$ cat config.mk
export PLATFORM = sky130hd
export DESIGN_NAME = entropy_source_conditioner
export DESIGN_NICKNAME = d
export VERILOG_FILES = /design/src/rtl/entropy_source_conditioner_pkg.sv /design/src/rtl/entropy_source_conditioner_health.sv /design/src/rtl/entropy_source_conditioner.sv
export SDC_FILE = /design/constraint.sdc
export NUM_CORES = 1
export LEC_CHECK = 0
export BUFFER_PORTS_ARGS = -buffer_cell sky130_fd_sc_hd__buf_2
export CORE_ASPECT_RATIO = 1.25
export CORE_MARGIN = 1.5
export CORE_UTILIZATION = 25
export DETAILED_ROUTE_END_ITERATION = 12
export PLACE_DENSITY = 0.39
export SLEW_MARGIN = 20
export SYNTH_ARGS = -nofsm -noshare
export SYNTH_HDL_FRONTEND = slang
export SYNTH_HIERARCHICAL = 1
export SYNTH_SLANG_ARGS = --single-unit
export TNS_END_PERCENT = 100
$ cat constraint.sdc
create_clock -name clk -period 7.03 [get_ports clk]
set_input_delay 2.109 -clock clk [delete_from_list [all_inputs] [get_ports clk]]
set_output_delay 2.109 -clock clk [all_outputs]
set_load 0.1 [all_outputs]
$ cat src/rtl/entropy_source_conditioner_pkg.sv
// Shared constants for the entropy source conditioner: cond_state encoding and parameter defaults.
package entropy_source_conditioner_pkg;

   localparam logic [1:0] COND_STARTUP = 2'd0;
   localparam logic [1:0] COND_RUN     = 2'd1;
   localparam logic [1:0] COND_FAIL    = 2'd2;

   localparam int WORD_W_DEF        = 16;
   localparam int REP_LIMIT_DEF     = 32;
   localparam int APT_WINDOW_DEF    = 64;
   localparam int APT_CUTOFF_DEF    = 52;
   localparam int STARTUP_WORDS_DEF = 4;

endpackage

$ cat src/rtl/entropy_source_conditioner_health.sv
// Repetition-count and adaptive-proportion tests on the raw TRNG stream.
// fail_o is combinational on the cycle the offending bit is accepted.
module entropy_health_test
   import entropy_source_conditioner_pkg::*;
#(
   parameter int REP_LIMIT  = REP_LIMIT_DEF,
   parameter int APT_WINDOW = APT_WINDOW_DEF,
   parameter int APT_CUTOFF = APT_CUTOFF_DEF
) (
   input  logic clk,
   input  logic reset,
   input  logic bit_i,
   input  logic valid_i,
   input  logic clear_i,
   output logic fail_o
);

   localparam int REP_W = $clog2(REP_LIMIT + 1);
   localparam int WIN_W = $clog2(APT_WINDOW);
   localparam int ONE_W = $clog2(APT_WINDOW + 1);
   localparam logic [REP_W-1:0] REP_MAX  = REP_W'(REP_LIMIT);
   localparam logic [WIN_W-1:0] WIN_LAST = WIN_W'(APT_WINDOW - 1);
   localparam logic [ONE_W-1:0] ONES_HI  = ONE_W'(APT_CUTOFF);
   localparam logic [ONE_W-1:0] ONES_LO  = ONE_W'(APT_WINDOW - APT_CUTOFF);

   logic [REP_W-1:0] rep_cnt_q, rep_cnt_d;
   logic             prev_bit_q, prev_bit_d;
   logic [WIN_W-1:0] win_cnt_q, win_cnt_d;
   logic [ONE_W-1:0] ones_q, ones_d, ones_inc;
   logic             rep_fail, apt_fail;

   always_comb begin
      rep_cnt_d  = rep_cnt_q;
      prev_bit_d = prev_bit_q;
      win_cnt_d  = win_cnt_q;
      ones_d     = ones_q;
      ones_inc   = ones_q + ONE_W'(bit_i);
      rep_fail   = 1'b0;
      apt_fail   = 1'b0;
      if (clear_i) begin
         rep_cnt_d  = '0;
         prev_bit_d = 1'b0;
         win_cnt_d  = '0;
         ones_d     = '0;
      end else if (valid_i) begin
         prev_bit_d = bit_i;
         // A zero run count marks "no previous bit" after reset or clear.
         if (rep_cnt_q == '0 || bit_i != prev_bit_q)
            rep_cnt_d = REP_W'(1);
         else if (rep_cnt_q != REP_MAX)
            rep_cnt_d = rep_cnt_q + 1'b1;
         rep_fail = (rep_cnt_d == REP_MAX);
         if (win_cnt_q == WIN_LAST) begin
            apt_fail  = (ones_inc > ONES_HI) || (ones_inc < ONES_LO);
            win_cnt_d = '0;
            ones_d    = '0;
         end else begin
            win_cnt_d = win_cnt_q + 1'b1;
            ones_d    = ones_inc;
         end
      end
   end

   always_ff @(posedge clk) begin
      if (reset) begin
         rep_cnt_q  <= '0;
         prev_bit_q <= 1'b0;
         win_cnt_q  <= '0;
         ones_q     <= '0;
      end else begin
         rep_cnt_q  <= rep_cnt_d;
         prev_bit_q <= prev_bit_d;
         win_cnt_q  <= win_cnt_d;
         ones_q     <= ones_d;
      end
   end

   assign fail_o = rep_fail | apt_fail;

endmodule

$ cat src/rtl/entropy_source_conditioner.sv
// Health-tested raw bit packer with valid/ready output; optional debias via VON_NEUMANN_DEBIAS_EN.
// state   | meaning
// STARTUP | discard first STARTUP_WORDS words ; RUN | present words ; FAIL | output blocked until clear_fail
module entropy_source_conditioner
   import entropy_source_conditioner_pkg::*;
#(
   parameter int WORD_W        = WORD_W_DEF,
   parameter int REP_LIMIT     = REP_LIMIT_DEF,
   parameter int APT_WINDOW    = APT_WINDOW_DEF,
   parameter int APT_CUTOFF    = APT_CUTOFF_DEF,
   parameter int STARTUP_WORDS = STARTUP_WORDS_DEF
) (
   input  logic              clk,
   input  logic              reset,
   input  logic              raw_bit_in,
   input  logic              raw_bit_valid,
   input  logic              entropy_word_ready,
   input  logic              clear_fail,
   output logic [WORD_W-1:0] entropy_word_out,
   output logic              entropy_word_valid,
   output logic              health_fail,
   output logic [1:0]        cond_state,
   output logic [7:0]        drop_count
);

   localparam int BIT_W = $clog2(WORD_W);
   localparam int SW_W  = $clog2(STARTUP_WORDS + 1);
   localparam logic [BIT_W-1:0] BIT_LAST = BIT_W'(WORD_W - 1);
   localparam logic [SW_W-1:0]  SW_LAST  = SW_W'(STARTUP_WORDS - 1);

   logic [1:0]        state_q, state_d;
   logic [WORD_W-1:0] shift_q, shift_d, word_full;
   logic [WORD_W-1:0] out_q, out_d;
   logic [BIT_W-1:0]  bit_cnt_q, bit_cnt_d;
   logic [SW_W-1:0]   start_cnt_q, start_cnt_d;
   logic              valid_q, valid_d;
   logic [7:0]        drop_q, drop_d;
   logic              bit_acc, hfail, pack_en, pack_bit, word_done;

   assign bit_acc = raw_bit_valid && (state_q != COND_FAIL);

   entropy_health_test #(
      .REP_LIMIT (REP_LIMIT),
      .APT_WINDOW(APT_WINDOW),
      .APT_CUTOFF(APT_CUTOFF)
   ) u_health (
      .clk    (clk),
      .reset  (reset),
      .bit_i  (raw_bit_in),
      .valid_i(bit_acc),
      .clear_i(state_q == COND_FAIL),
      .fail_o (hfail)
   );

`ifdef VON_NEUMANN_DEBIAS_EN
   logic vn_pend_q, vn_pend_d, vn_first_q, vn_first_d;

   always_comb begin
      vn_pend_d  = vn_pend_q;
      vn_first_d = vn_first_q;
      pack_en    = 1'b0;
      pack_bit   = vn_first_q;
      if (state_q == COND_FAIL || hfail) begin
         vn_pend_d = 1'b0;
      end else if (bit_acc) begin
         if (!vn_pend_q) begin
            vn_pend_d  = 1'b1;
            vn_first_d = raw_bit_in;
         end else begin
            // 01 emits 0 and 10 emits 1, i.e. the first bit of an unequal pair.
            vn_pend_d = 1'b0;
            pack_en   = (vn_first_q != raw_bit_in);
         end
      end
   end

   always_ff @(posedge clk) begin
      if (reset) begin
         vn_pend_q  <= 1'b0;
         vn_first_q <= 1'b0;
      end else begin
         vn_pend_q  <= vn_pend_d;
         vn_first_q <= vn_first_d;
      end
   end
`else
   assign pack_en  = bit_acc;
   assign pack_bit = raw_bit_in;
`endif

   assign word_full = {shift_q[WORD_W-2:0], pack_bit};
   assign word_done = pack_en && (bit_cnt_q == BIT_LAST);

   always_comb begin
      state_d     = state_q;
      shift_d     = shift_q;
      bit_cnt_d   = bit_cnt_q;
      start_cnt_d = start_cnt_q;
      out_d       = out_q;
      valid_d     = valid_q;
      drop_d      = drop_q;
      if (valid_q && entropy_word_ready)
         valid_d = 1'b0;
      if (pack_en) begin
         shift_d   = word_full;
         bit_cnt_d = word_done ? '0 : bit_cnt_q + 1'b1;
      end
      case (state_q)
         COND_STARTUP: begin
            if (word_done) begin
               if (start_cnt_q == SW_LAST) begin
                  state_d     = COND_RUN;
                  start_cnt_d = '0;
               end else begin
                  start_cnt_d = start_cnt_q + 1'b1;
               end
            end
         end
         COND_RUN: begin
            if (word_done) begin
               if (!valid_q || entropy_word_ready) begin
                  out_d   = word_full;
                  valid_d = 1'b1;
               end else if (drop_q != 8'hFF) begin
                  drop_d = drop_q + 8'd1;
               end
            end
         end
         default: begin
            shift_d     = '0;
            bit_cnt_d   = '0;
            start_cnt_d = '0;
            out_d       = '0;
            valid_d     = 1'b0;
            if (clear_fail)
               state_d = COND_STARTUP;
         end
      endcase
      // A failure wins over a word completing on the same bit; that word is not a backpressure drop.
      if (hfail && state_q != COND_FAIL) begin
         state_d     = COND_FAIL;
         shift_d     = '0;
         bit_cnt_d   = '0;
         start_cnt_d = '0;
         out_d       = '0;
         valid_d     = 1'b0;
         drop_d      = drop_q;
      end
   end

   always_ff @(posedge clk) begin
      if (reset) begin
         state_q     <= COND_STARTUP;
         shift_q     <= '0;
         bit_cnt_q   <= '0;
         start_cnt_q <= '0;
         out_q       <= '0;
         valid_q     <= 1'b0;
         drop_q      <= '0;
      end else begin
         state_q     <= state_d;
         shift_q     <= shift_d;
         bit_cnt_q   <= bit_cnt_d;
         start_cnt_q <= start_cnt_d;
         out_q       <= out_d;
         valid_q     <= valid_d;
         drop_q      <= drop_d;
      end
   end

   assign entropy_word_out   = out_q;
   assign entropy_word_valid = valid_q;
   assign health_fail        = (state_q == COND_FAIL);
   assign cond_state         = state_q;
   assign drop_count         = drop_q;

endmodule

==> results.toml <==
[status]
outcome = "finished clean"

[critical_path]
critPathBufInv = 1
slowest_delay_ns = 0.39
crit_arrival_ns = 5.12
cp_slowest_cell = "ha_1"
cp-start-kind = "input pin"
path_cells = "buf_2, ha_1, ha_1, and3_1, nand3_1, xnor2_1, or3_1, a31o_1, nor4b_4, nand3_2, nor4_1, mux2_2"
crit_path_max_fanout = 15
path_class = "in2reg"
path_delay_family = "simple AND/OR/NAND/NOR gates"
required_ns = 7.25
end_kind = "register"
ff2ff_path_depth = 10
crit_top_cell = "ha_1"
cp.depth = 12

[detailed_routing]
via_per_inst = 4.68
drtIter0Drc = 73
drc = 0
drtAntennaViolNets = 0
routedLengthMet1_um = 3550
wl_met2_um = 3320
met3_length_um = 321
wl_per_cell_um = 12.9
drt-total-wl_um = 7360
dr.pass1.iters = 4
top_layer_used = "met4"
dr_total_vias = 2674

[timing]
slew_violations = 0
tightest_slew_ns = 0.652
rsz0062_at_grt = "no"
finalSetupTns_ns = 0
fin_hold_ws_ns = 0.457
setup-violations-final = 0
min_period_over_period_pct = 69.7
slew_headroom_pct = 56.5
max_freq_mhz = 204
layout_setup_ws_ns = 2.13
hold_viol = 0
period_minus_slack_ns = 4.90
clock_skew_ns = 0.00867

[clock_tree]
clkSinkCount = 69
cts_buffers = 9
clk_path_buf_depth = 2
cts_tree = "done"
clock_latency_ns = 0.34
cts.reportedPaths.clkPinSlew_ns = 0.07
cts_root_buffer = "clkbuf_16"
cts_setup_buffers = 0
cts_max_level = 3
cts-resized-gates = 0
ctsHoldBuffers = 0

[synth]
yosysTopAreaCellShare_pct = 43.3
synth_seq_cells = 69
synth_top_family_by_area = "simple AND/OR/NAND/NOR gates"
yosys.area_share.simple_pct = 24.0
synthArstFlopShare_pct = 0
synth_mux_area_share_pct = 6.63
syn_area_um2 = 3190
synth_cells = 374
yosysSeqAreaShare_pct = 43.3
synth_most_common_cell = "dfxtp_1"
ys_types = 53
syn_area_per_cell_um2 = 8.52
synth_compound_area_share_pct = 15.8
synth_commonest_cells = "dfxtp_1, nand2_1, nor2_1"
yosysWarnings = 6
synth_xor_area_share_pct = 3.30
synthFlopType = "dfxtp_1"
synth_nets = 388
yosys-top-cells-area = "dfxtp_1, a21oi_1, mux2i_1"
synthAdderAreaFrac_pct = 3.14
synth_area_leader_cell = "dfxtp_1"
synth_edf_count = 0

[floorplanning]
initial_core_util_pct = 26.0
chipHeight_um = 129
die-area_um2 = 13400
rows = 45
core-area_um2 = 12300
die_w_um = 104
ios = 34

[flow_run]
maxCapViolations = 0

[final_layout]
area_growth_syn_to_layout_pct = 19.8
fin_nets = 416
multi_input_area_um2 = 1690
ff_latch_area_um2 = 1380
nFillCells = 1367
final_cells = 571
drive_gt1_share_pct = 15.5
diodes = 0
fin_area_um2 = 3820

[global_routing]
grtUsageTotal_pct = 11.8
antenna_found_initial = 0
grt_pass1_vias = 2583
overflow = 0
grt_pass1_wl_um = 12600
grt_max_degree = 38

[power_and_ir_drop]
leakagePower_nw = 1.57
ir_drop_uv = 123
cellPowerDensity_nw_per_um2 = 246

[worst_hold_path]
hold_class = "reg2reg"
worstHoldPathCells = 2

[place]
gp_congestion = 0.727
placed_cell_area_um2 = 3490
hpwl_um = 4950
place_inst = 555
io_buffers = 33
dpl_worst_slack_ns = 1.78
-- worst paths after layout --
path / start / to / slack, ns
max: raw_bit_in / drop_count[5] / 2.13
min: shift_q[14] / shift_q[14] / 0.46
max reg2reg: cond_state[1] / drop_count[5] / 3.63
min reg2reg: shift_q[14] / shift_q[14] / 0.46
-- sequential cells by signal, summed over array words and instances (netlist names), 2 cells and up --
register and flops:
shift_q 15, u_health/win_cnt_q 6, u_health/rep_cnt_q 6, cond_state 2, entropy_word_out 16, u_health/ones_q 7
drop_count 8, start_cnt_q 3, bit_cnt_q 4
-- cell usage in the layout, fill, tap and decap left out, drive strengths merged, types with 2 or more instances in the layout --
| master | Yosys | final |
|---|---|---|
| dfxtp | 69 | 69 |
| nand2 | 49 | 49 |
| nor2 | 48 | 48 |
| a21oi | 41 | 41 |
| buf | 12 | 35 |
| mux2i | 20 | 20 |
| nand3 | 16 | 16 |
| inv | 9 | 13 |
| o21ai | 9 | 9 |
| clkbuf | 6 | 9 |
| ha | 8 | 8 |
| xor2 | 7 | 7 |
| or3 | 6 | 6 |
| nand2b | 6 | 6 |
| a22oi | 6 | 6 |
| o31ai | 5 | 5 |
| xnor2 | 5 | 5 |
| nand4 | 4 | 4 |
| nor2b | 4 | 4 |
| a21o | 3 | 3 |
| or4 | 3 | 3 |
| and3 | 3 | 3 |
| nor4 | 3 | 3 |
| or2 | 3 | 3 |
| o21bai | 2 | 2 |
| and4 | 2 | 2 |
| a211oi | 2 | 2 |
| o41ai | 2 | 2 |
| a2111oi | 2 | 2 |
| bufinv | 0 | 2 |
| nor3b | 2 | 2 |
-- layout make-up --
| cell class | count | share of cell area (%) |
|---|---|---|
| multi-input combinational | 277 | 44.2 |
| sequential | 69 | 36.2 |
| clock buffer | 9 | 5.90 |
| tap | 164 | 5.37 |
| timing repair buffer | 35 | 4.72 |
| clock inverter | 7 | 2.69 |
| inverter | 10 | 0.983 |
-- per-layer routing --
metal / vias up / track usage [%]
met5: - / 0
met2: 39 / 19.5
met3: 12 / 3.52
li1: 1367 / -
met1: 1256 / 14.1
met4: 0 / 5.47
-- stage by stage --
stage | total power, mW | utilization, %
detailed placement | 0.445 | 28.4
floorplan | 0.433 | -
CTS | 0.955 | 31.1
finish | 0.939 | 31.1
global placement | 0.445 | 28.4
global route | 0.976 | 31.1
-- cells by family after synthesis --
| logic type | count (synthesis) |
|---|---|
| adders and majority gates | 8 |
| AOI/OAI and AO/OA | 81 |
| and+or+nand+nor | 155 |
| DFF | 69 |
| muxes | 21 |
| buffers and inverters | 28 |
| xor gates and xnor gates | 12 |
-- worst reg2reg max path, stage by stage (launching register included) --
cell	delay, ns
dfxtp_1	0.52
or2b_1	0.36
nand2_2	0.35
clkinv_1	0.34
nand3_1	0.18
nor2_1	0.06
a31o_1	0.29
nor4b_4	0.24
nand3_2	0.26
nor4_1	0.32
mux2_2	0.36
-- report_power, final --
| group | switching [mW] | total [mW] | internal [mW] |
|---|---|---|---|
| Clock | 0.188 | 0.504 | 0.316 |
| Sequential | 0.00415 | 0.399 | 0.395 |
| Combinational | 0.0245 | 0.0361 | 0.0116 |
(Power assumes the default switching activity.)
